==> src/rtl/mem_access.sv <==
// ---------------------------------------------------------------------------
// mem_access
//   MEM-stage data-memory access unit of the five-stage MIPS pipeline.
//   Decodes the load/store op, runs a req/ack transaction on the data bus,
//   extends load data into MEM_data_MEM and holds the pipeline while a
//   transaction is outstanding.
//
// Parameters
//   TIMEOUT        WAIT cycles without bus_ack before abort (1..255)
// Ports
//   clk            clock, rising edge
//   rst            asynchronous active-high reset
//   mem_op_MEM     [3:0]  op: 0 none,1 LB,2 LBU,3 LH,4 LHU,5 LW,6 SB,7 SH,8 SW
//   addr_MEM       [31:0] byte address
//   store_data_MEM [31:0] store operand
//   bus_req        transaction request (registered)
//   bus_we         1 = write, 0 = read (registered)
//   bus_addr       [31:0] word-aligned address (registered)
//   bus_wdata      [31:0] lane-replicated write data (registered)
//   bus_be         [3:0]  byte-lane enables (registered)
//   bus_rdata      [31:0] read data, valid with bus_ack
//   bus_ack        completion strobe
//   MEM_data_MEM   [31:0] extended load result (registered)
//   mem_stall      pipeline hold request (combinational)
//   addr_err       misaligned-access flag (combinational)
//   bus_err        one-cycle timeout pulse (registered)
// ---------------------------------------------------------------------------
module mem_access #(
    parameter int unsigned TIMEOUT = 255
) (
    input  logic        clk,
    input  logic        rst,
    input  logic [3:0]  mem_op_MEM,
    input  logic [31:0] addr_MEM,
    input  logic [31:0] store_data_MEM,
    output logic        bus_req,
    output logic        bus_we,
    output logic [31:0] bus_addr,
    output logic [31:0] bus_wdata,
    output logic [3:0]  bus_be,
    input  logic [31:0] bus_rdata,
    input  logic        bus_ack,
    output logic [31:0] MEM_data_MEM,
    output logic        mem_stall,
    output logic        addr_err,
    output logic        bus_err
);

    localparam logic [3:0] OP_LB  = 4'd1;
    localparam logic [3:0] OP_LBU = 4'd2;
    localparam logic [3:0] OP_LH  = 4'd3;
    localparam logic [3:0] OP_LHU = 4'd4;
    localparam logic [3:0] OP_LW  = 4'd5;
    localparam logic [3:0] OP_SB  = 4'd6;
    localparam logic [3:0] OP_SH  = 4'd7;
    localparam logic [3:0] OP_SW  = 4'd8;

    // Counter value seen in the last allowed WAIT cycle: the abort happens at
    // the edge where the count would reach TIMEOUT.
    localparam logic [7:0] TO_LAST = 8'(TIMEOUT - 1);

    typedef enum logic [1:0] {
        ST_IDLE = 2'd0,
        ST_WAIT = 2'd1,
        ST_DONE = 2'd2
    } state_t;

    state_t      state_r;
    state_t      next_state_s;
    logic [7:0]  cnt_r;
    logic [3:0]  op_r;
    logic [1:0]  off_r;

    logic        is_load_s;
    logic        is_store_s;
    logic        aligned_s;
    logic [3:0]  be_s;
    logic [31:0] wdata_s;
    logic        go_s;
    logic        ack_s;
    logic        timeout_s;

    // Sign/zero-extends the lane selected by the captured op and byte offset.
    function automatic logic [31:0] ext_load(input logic [3:0]  op,
                                             input logic [1:0]  off,
                                             input logic [31:0] rd);
        logic [7:0]  b;
        logic [15:0] h;
        b = 8'(rd >> {off, 3'b000});
        h = off[1] ? rd[31:16] : rd[15:0];
        case (op)
            OP_LB:   ext_load = {{24{b[7]}}, b};
            OP_LBU:  ext_load = {24'd0, b};
            OP_LH:   ext_load = {{16{h[15]}}, h};
            OP_LHU:  ext_load = {16'd0, h};
            OP_LW:   ext_load = rd;
            default: ext_load = 32'd0;
        endcase
    endfunction

    function automatic logic op_is_load(input logic [3:0] op);
        op_is_load = (op >= OP_LB) && (op <= OP_LW);
    endfunction

    // Op decode: class, alignment, lane enables and replicated store data.
    always_comb begin
        is_load_s  = 1'b0;
        is_store_s = 1'b0;
        aligned_s  = 1'b1;
        be_s       = 4'b0000;
        wdata_s    = 32'd0;
        case (mem_op_MEM)
            OP_LB, OP_LBU: begin
                is_load_s = 1'b1;
                be_s      = 4'b0001 << addr_MEM[1:0];
            end
            OP_LH, OP_LHU: begin
                is_load_s = 1'b1;
                aligned_s = ~addr_MEM[0];
                be_s      = addr_MEM[1] ? 4'b1100 : 4'b0011;
            end
            OP_LW: begin
                is_load_s = 1'b1;
                aligned_s = (addr_MEM[1:0] == 2'b00);
                be_s      = 4'b1111;
            end
            OP_SB: begin
                is_store_s = 1'b1;
                be_s       = 4'b0001 << addr_MEM[1:0];
                wdata_s    = {4{store_data_MEM[7:0]}};
            end
            OP_SH: begin
                is_store_s = 1'b1;
                aligned_s  = ~addr_MEM[0];
                be_s       = addr_MEM[1] ? 4'b1100 : 4'b0011;
                wdata_s    = {2{store_data_MEM[15:0]}};
            end
            OP_SW: begin
                is_store_s = 1'b1;
                aligned_s  = (addr_MEM[1:0] == 2'b00);
                be_s       = 4'b1111;
                wdata_s    = store_data_MEM;
            end
            default: begin
                is_load_s  = 1'b0;
                is_store_s = 1'b0;
            end
        endcase
    end

    // FSM state register.
    always_ff @(posedge clk or posedge rst) begin
        if (rst) begin
            state_r <= ST_IDLE;
        end else begin
            state_r <= next_state_s;
        end
    end

    // FSM next-state logic; ack takes priority over the timeout.
    always_comb begin
        next_state_s = state_r;
        case (state_r)
            ST_IDLE: begin
                if ((is_load_s || is_store_s) && aligned_s) begin
                    next_state_s = ST_WAIT;
                end else begin
                    next_state_s = ST_IDLE;
                end
            end
            ST_WAIT: begin
                if (bus_ack || (cnt_r == TO_LAST)) begin
                    next_state_s = ST_DONE;
                end else begin
                    next_state_s = ST_WAIT;
                end
            end
            ST_DONE: next_state_s = ST_IDLE;
            default: next_state_s = ST_IDLE;
        endcase
    end

    // FSM outputs: stall/error flags and datapath control strobes.
    always_comb begin
        go_s      = 1'b0;
        ack_s     = 1'b0;
        timeout_s = 1'b0;
        mem_stall = 1'b0;
        addr_err  = 1'b0;
        case (state_r)
            ST_IDLE: begin
                go_s      = (is_load_s || is_store_s) && aligned_s;
                mem_stall = ~rst & go_s;
                addr_err  = ~rst & (is_load_s || is_store_s) & ~aligned_s;
            end
            ST_WAIT: begin
                ack_s     = bus_ack;
                timeout_s = ~bus_ack & (cnt_r == TO_LAST);
                mem_stall = ~rst;
            end
            default: begin
                mem_stall = 1'b0;
            end
        endcase
    end

    // Bus request and attributes: latched at issue, held through WAIT.
    always_ff @(posedge clk or posedge rst) begin
        if (rst) begin
            bus_req   <= 1'b0;
            bus_we    <= 1'b0;
            bus_addr  <= 32'd0;
            bus_wdata <= 32'd0;
            bus_be    <= 4'b0000;
            op_r      <= 4'd0;
            off_r     <= 2'd0;
        end else if (go_s) begin
            bus_req   <= 1'b1;
            bus_we    <= is_store_s;
            bus_addr  <= {addr_MEM[31:2], 2'b00};
            bus_wdata <= wdata_s;
            bus_be    <= be_s;
            op_r      <= mem_op_MEM;
            off_r     <= addr_MEM[1:0];
        end else if (ack_s || timeout_s) begin
            bus_req   <= 1'b0;
        end
    end

    // WAIT-cycle counter, cleared at issue.
    always_ff @(posedge clk or posedge rst) begin
        if (rst) begin
            cnt_r <= 8'd0;
        end else if (go_s) begin
            cnt_r <= 8'd0;
        end else if (state_r == ST_WAIT) begin
            cnt_r <= cnt_r + 8'd1;
        end
    end

    // Load result capture; zero on timeout, otherwise held.
    always_ff @(posedge clk or posedge rst) begin
        if (rst) begin
            MEM_data_MEM <= 32'd0;
        end else if (ack_s && op_is_load(op_r)) begin
            MEM_data_MEM <= ext_load(op_r, off_r, bus_rdata);
        end else if (timeout_s) begin
            MEM_data_MEM <= 32'd0;
        end
    end

    // Timeout pulse, coincident with DONE.
    always_ff @(posedge clk or posedge rst) begin
        if (rst) begin
            bus_err <= 1'b0;
        end else begin
            bus_err <= timeout_s;
        end
    end

endmodule
==> config.mk <==
export PLATFORM = sky130hd
export DESIGN_NAME = mem_access
export DESIGN_NICKNAME = d
export VERILOG_FILES = /design/src/rtl/mem_access.sv
export SDC_FILE = /design/constraint.sdc
export NUM_CORES = 1
export LEC_CHECK = 0
export ABC_AREA = 1
export BUFFER_PORTS_ARGS = -buffer_cell sky130_fd_sc_hd__buf_2
export CELL_PAD_IN_SITES_DETAIL_PLACEMENT = 1
export CELL_PAD_IN_SITES_GLOBAL_PLACEMENT = 1
export CORE_MARGIN = 5
export CORE_UTILIZATION = 38
export CTS_CLUSTER_SIZE = 28
export DETAILED_ROUTE_END_ITERATION = 10
export PLACE_DENSITY = 0.84
export SLEW_MARGIN = 0
export SYNTH_ARGS = -nofsm -noshare
export SYNTH_HDL_FRONTEND = slang
export SYNTH_SLANG_ARGS = --single-unit
==> constraint.sdc <==
create_clock -name clk -period 9.4 [get_ports clk]
set_input_delay 1.88 -clock clk [delete_from_list [all_inputs] [get_ports clk]]
set_output_delay 1.88 -clock clk [all_outputs]
set_load 0.01 [all_outputs]
==> run metrics <==
DIE HEIGHT=136 um; ratio of cells with drive above 1 in the final layout=0.260; vias in the first global route=between 6000 and 7000; Slew HR=0.226; #FFs+latches synth=between 100 and 150; # DRC=0; Slew @ Worst Pin=roughly 1200 ps; post-synthesis adder-cell area fraction=0.00415; Worst EP arrival=approximately 4300 ps; Detail Route Antenna Nets=0; Avg Cell Area, Syn=7.46 um2; Worst-path clk slew=about 60 ps; drt wl/cell=17.2 um; Final period util=0.654; P_leak=around 0.0045 uW; Root Buffer=clkbuf_16; prevailing post-synth register cell=dfrtp_1; Crit Path Category=in -> out; final hold vios=0; gp weighted congestion=about 0.83; CP Launch Type=input pin; Iter 0 DRT Violations=368; initial core utilization=0.384; post_cts resized=0; most frequent cell after synthesis=nand2_1; P per Cell Area=291 nW/um2; Post-Synthesis Cells=about 810; Post-synth EDFFs=0; CTS Buf Count=17; Compound-Gate Fraction of Synth Area=0.0825; initial antenna violation count=4; Yosys top cell by area=dfrtp_1; max-cap violations=0; number of diodes=0; Worst-Skew Late Latency=420 ps; nets=1097; Die X=136 um; Vias=6253; die area=between 15000 and 20000 um2; core box area=15700 um2; number of cell rows=46; post-synthesis sequential area ratio=0.485; drt via density=between 5 and 6; total gr overflow=0; drt first pass iters=5; placed wire-length estimate=15.0 mm; Final min period=6150 ps; largest cells by area after synthesis=dfrtp_1 49%, nand2_1 20%, nand3_1 11%; Setup Buffers After CTS=0; mapped cell area=between 6000 and 7000 um2; status=finished, final reports clean; global-route wire length before repair=34.1 mm; CTS tree=done; multiplexer share of the synthesized area=0; Synth top area share=0.485; Critical Path Fanout Max=44; unrepaired setup endpoints after global routing=no; Final setup violation count=0; CTS sink cnt=between 100 and 150; Max VDD drop=around 140 uV; synth warn=0; I/O Buffers=205; Inst Count DP=around 1200; simple-gate portion of the synthesized area=0.359; critical path endpoint category=primary output; largest family of logic cells by synthesized area=simple AND/OR/NAND/NOR gates; post-synthesis xor/xnor area fraction=0.00290; Worst EP required=roughly 7500 ps; DRT Wirelength=roughly 21 mm; Max clock buf depth=2; Non-Filler Instances=roughly 1200; IO Pins=roughly 210; Setup TNS=0 ps; Async S/R FF share, synth=1.00; Hold Buf Count CTS=0; top cells by count, synth=324 x nand2_1, 135 x nand3_1, 117 x dfrtp_1, 38 x inv_1; Slew Limit Fails=0; Synth-to-Final Area Change=29.4%; largest net degree at the start of global routing=roughly 80; Unique masters post-synth=32; total track usage=0.233; CTS H-tree depth=4; Hold Path Class=reg -> reg; Fmax=about 160 MHz; clock skew=around 9.1 ps
path summary, 6_finish.rpt:
path,cells past startpoint,to,startpoint,slack (ps)
setup / recovery,11,mem_stall,mem_op_MEM[1],3250
setup reg to reg,6,MEM_data_MEM[10],off_r[1],6550
min in group asynchronous,2,bus_addr[21],rst,1510
max in group asynchronous,3,MEM_data_MEM[2],rst,6500
hold reg to reg,2,bus_addr[17],bus_addr[17],470
hold / removal,2,bus_addr[17],bus_addr[17],470
metrics by stage:
| step | hold slack, ps | cell area [um2] | utilization | power, uW | setup WS, ps |
|---|---|---|---|---|---|
| 2_1_floorplan | 475 | 6040 | - | 1240 | 4420 |
| 3_3_place_gp | 449 | 7150 | 0.455 | 1530 | 3340 |
| 3_5_place_dp | 459 | 7150 | 0.455 | 1560 | 3250 |
| 4_1_cts | 475 | 7810 | 0.497 | 2300 | 3250 |
| 5_1_grt | 500 | 7810 | 0.497 | 2430 | 3010 |
| 6_report | 471 | 7810 | 0.497 | 2270 | 3250 |
registers in the layout, indices dropped and copies added, names as in the netlist:
register	cells
MEM_data_MEM	32
bus_addr	30
bus_be	4
bus_err	1
bus_req	1
bus_wdata	32
bus_we	1
cnt_r	8
off_r	2
op_r	4
state_r	2
worst max-delay path, cell delays in order:
cell	delay, ps
buf_2	190
inv_2	110
nand2_1	100
nor2_2	790
nor2_1	80
nand3_1	130
nand2_2	60
buf_4	260
nand2_4	360
a21oi_1	110
buf_2	160
final cells by class:
type,instances,area (um2)
clock buffer,18,439
multi-input combinational,602,2720
timing repair buffer,211,1070
fill,2064,7900
inverter,43,164
sequential,117,2930
tap,216,270
clock inverter,14,224
report_power, final:
group | internal [uW] | switching (uW) | leakage [uW]
combinational | 272 | 489 | 0.00264
sequential | 666 | 116 | 0.00154
clock | 480 | 250 | 0.000321
per-layer routing:
layer  vias up  GRT usage  share of wire
li1       2984          -              -
met1      3002      0.284           0.40
met2       230      0.392           0.48
met3        29     0.0833           0.10
met4         8     0.0644          0.013
met5         -          0         0.0026
kinds of logic (layout without fill, tap and decap cells):
kind of cell / count (synthesis) / in the layout
AOI/OAI and AO/OA: 86 / 86
xor gates and xnor gates: 2 / 2
adders and majority gates: 2 / 2
buffers and inverters: 91 / 286
DFF: 117 / 117
other: 1 / 2
and+or+nand+nor: 510 / 510
layout by cell type (no fill, tap or decap), types with 3 or more instances in the layout:
| cell | n |
|---|---|
| nand2_1 | 324 |
| o21ai_0 | 29 |
| o31ai_1 | 8 |
| buf_4 | 6 |
| a21oi_1 | 10 |
| inv_2 | 4 |
| nand2_2 | 3 |
| inv_1 | 37 |
| dfrtp_1 | 117 |
| nand3_1 | 135 |
| nand3b_1 | 9 |
| bufinv_16 | 5 |
| a22oi_1 | 15 |
| nor2_1 | 29 |
| clkinv_4 | 5 |
| o21ai_1 | 21 |
| clkbuf_16 | 17 |
| buf_2 | 205 |
Power figures use the tool's default switching activity.
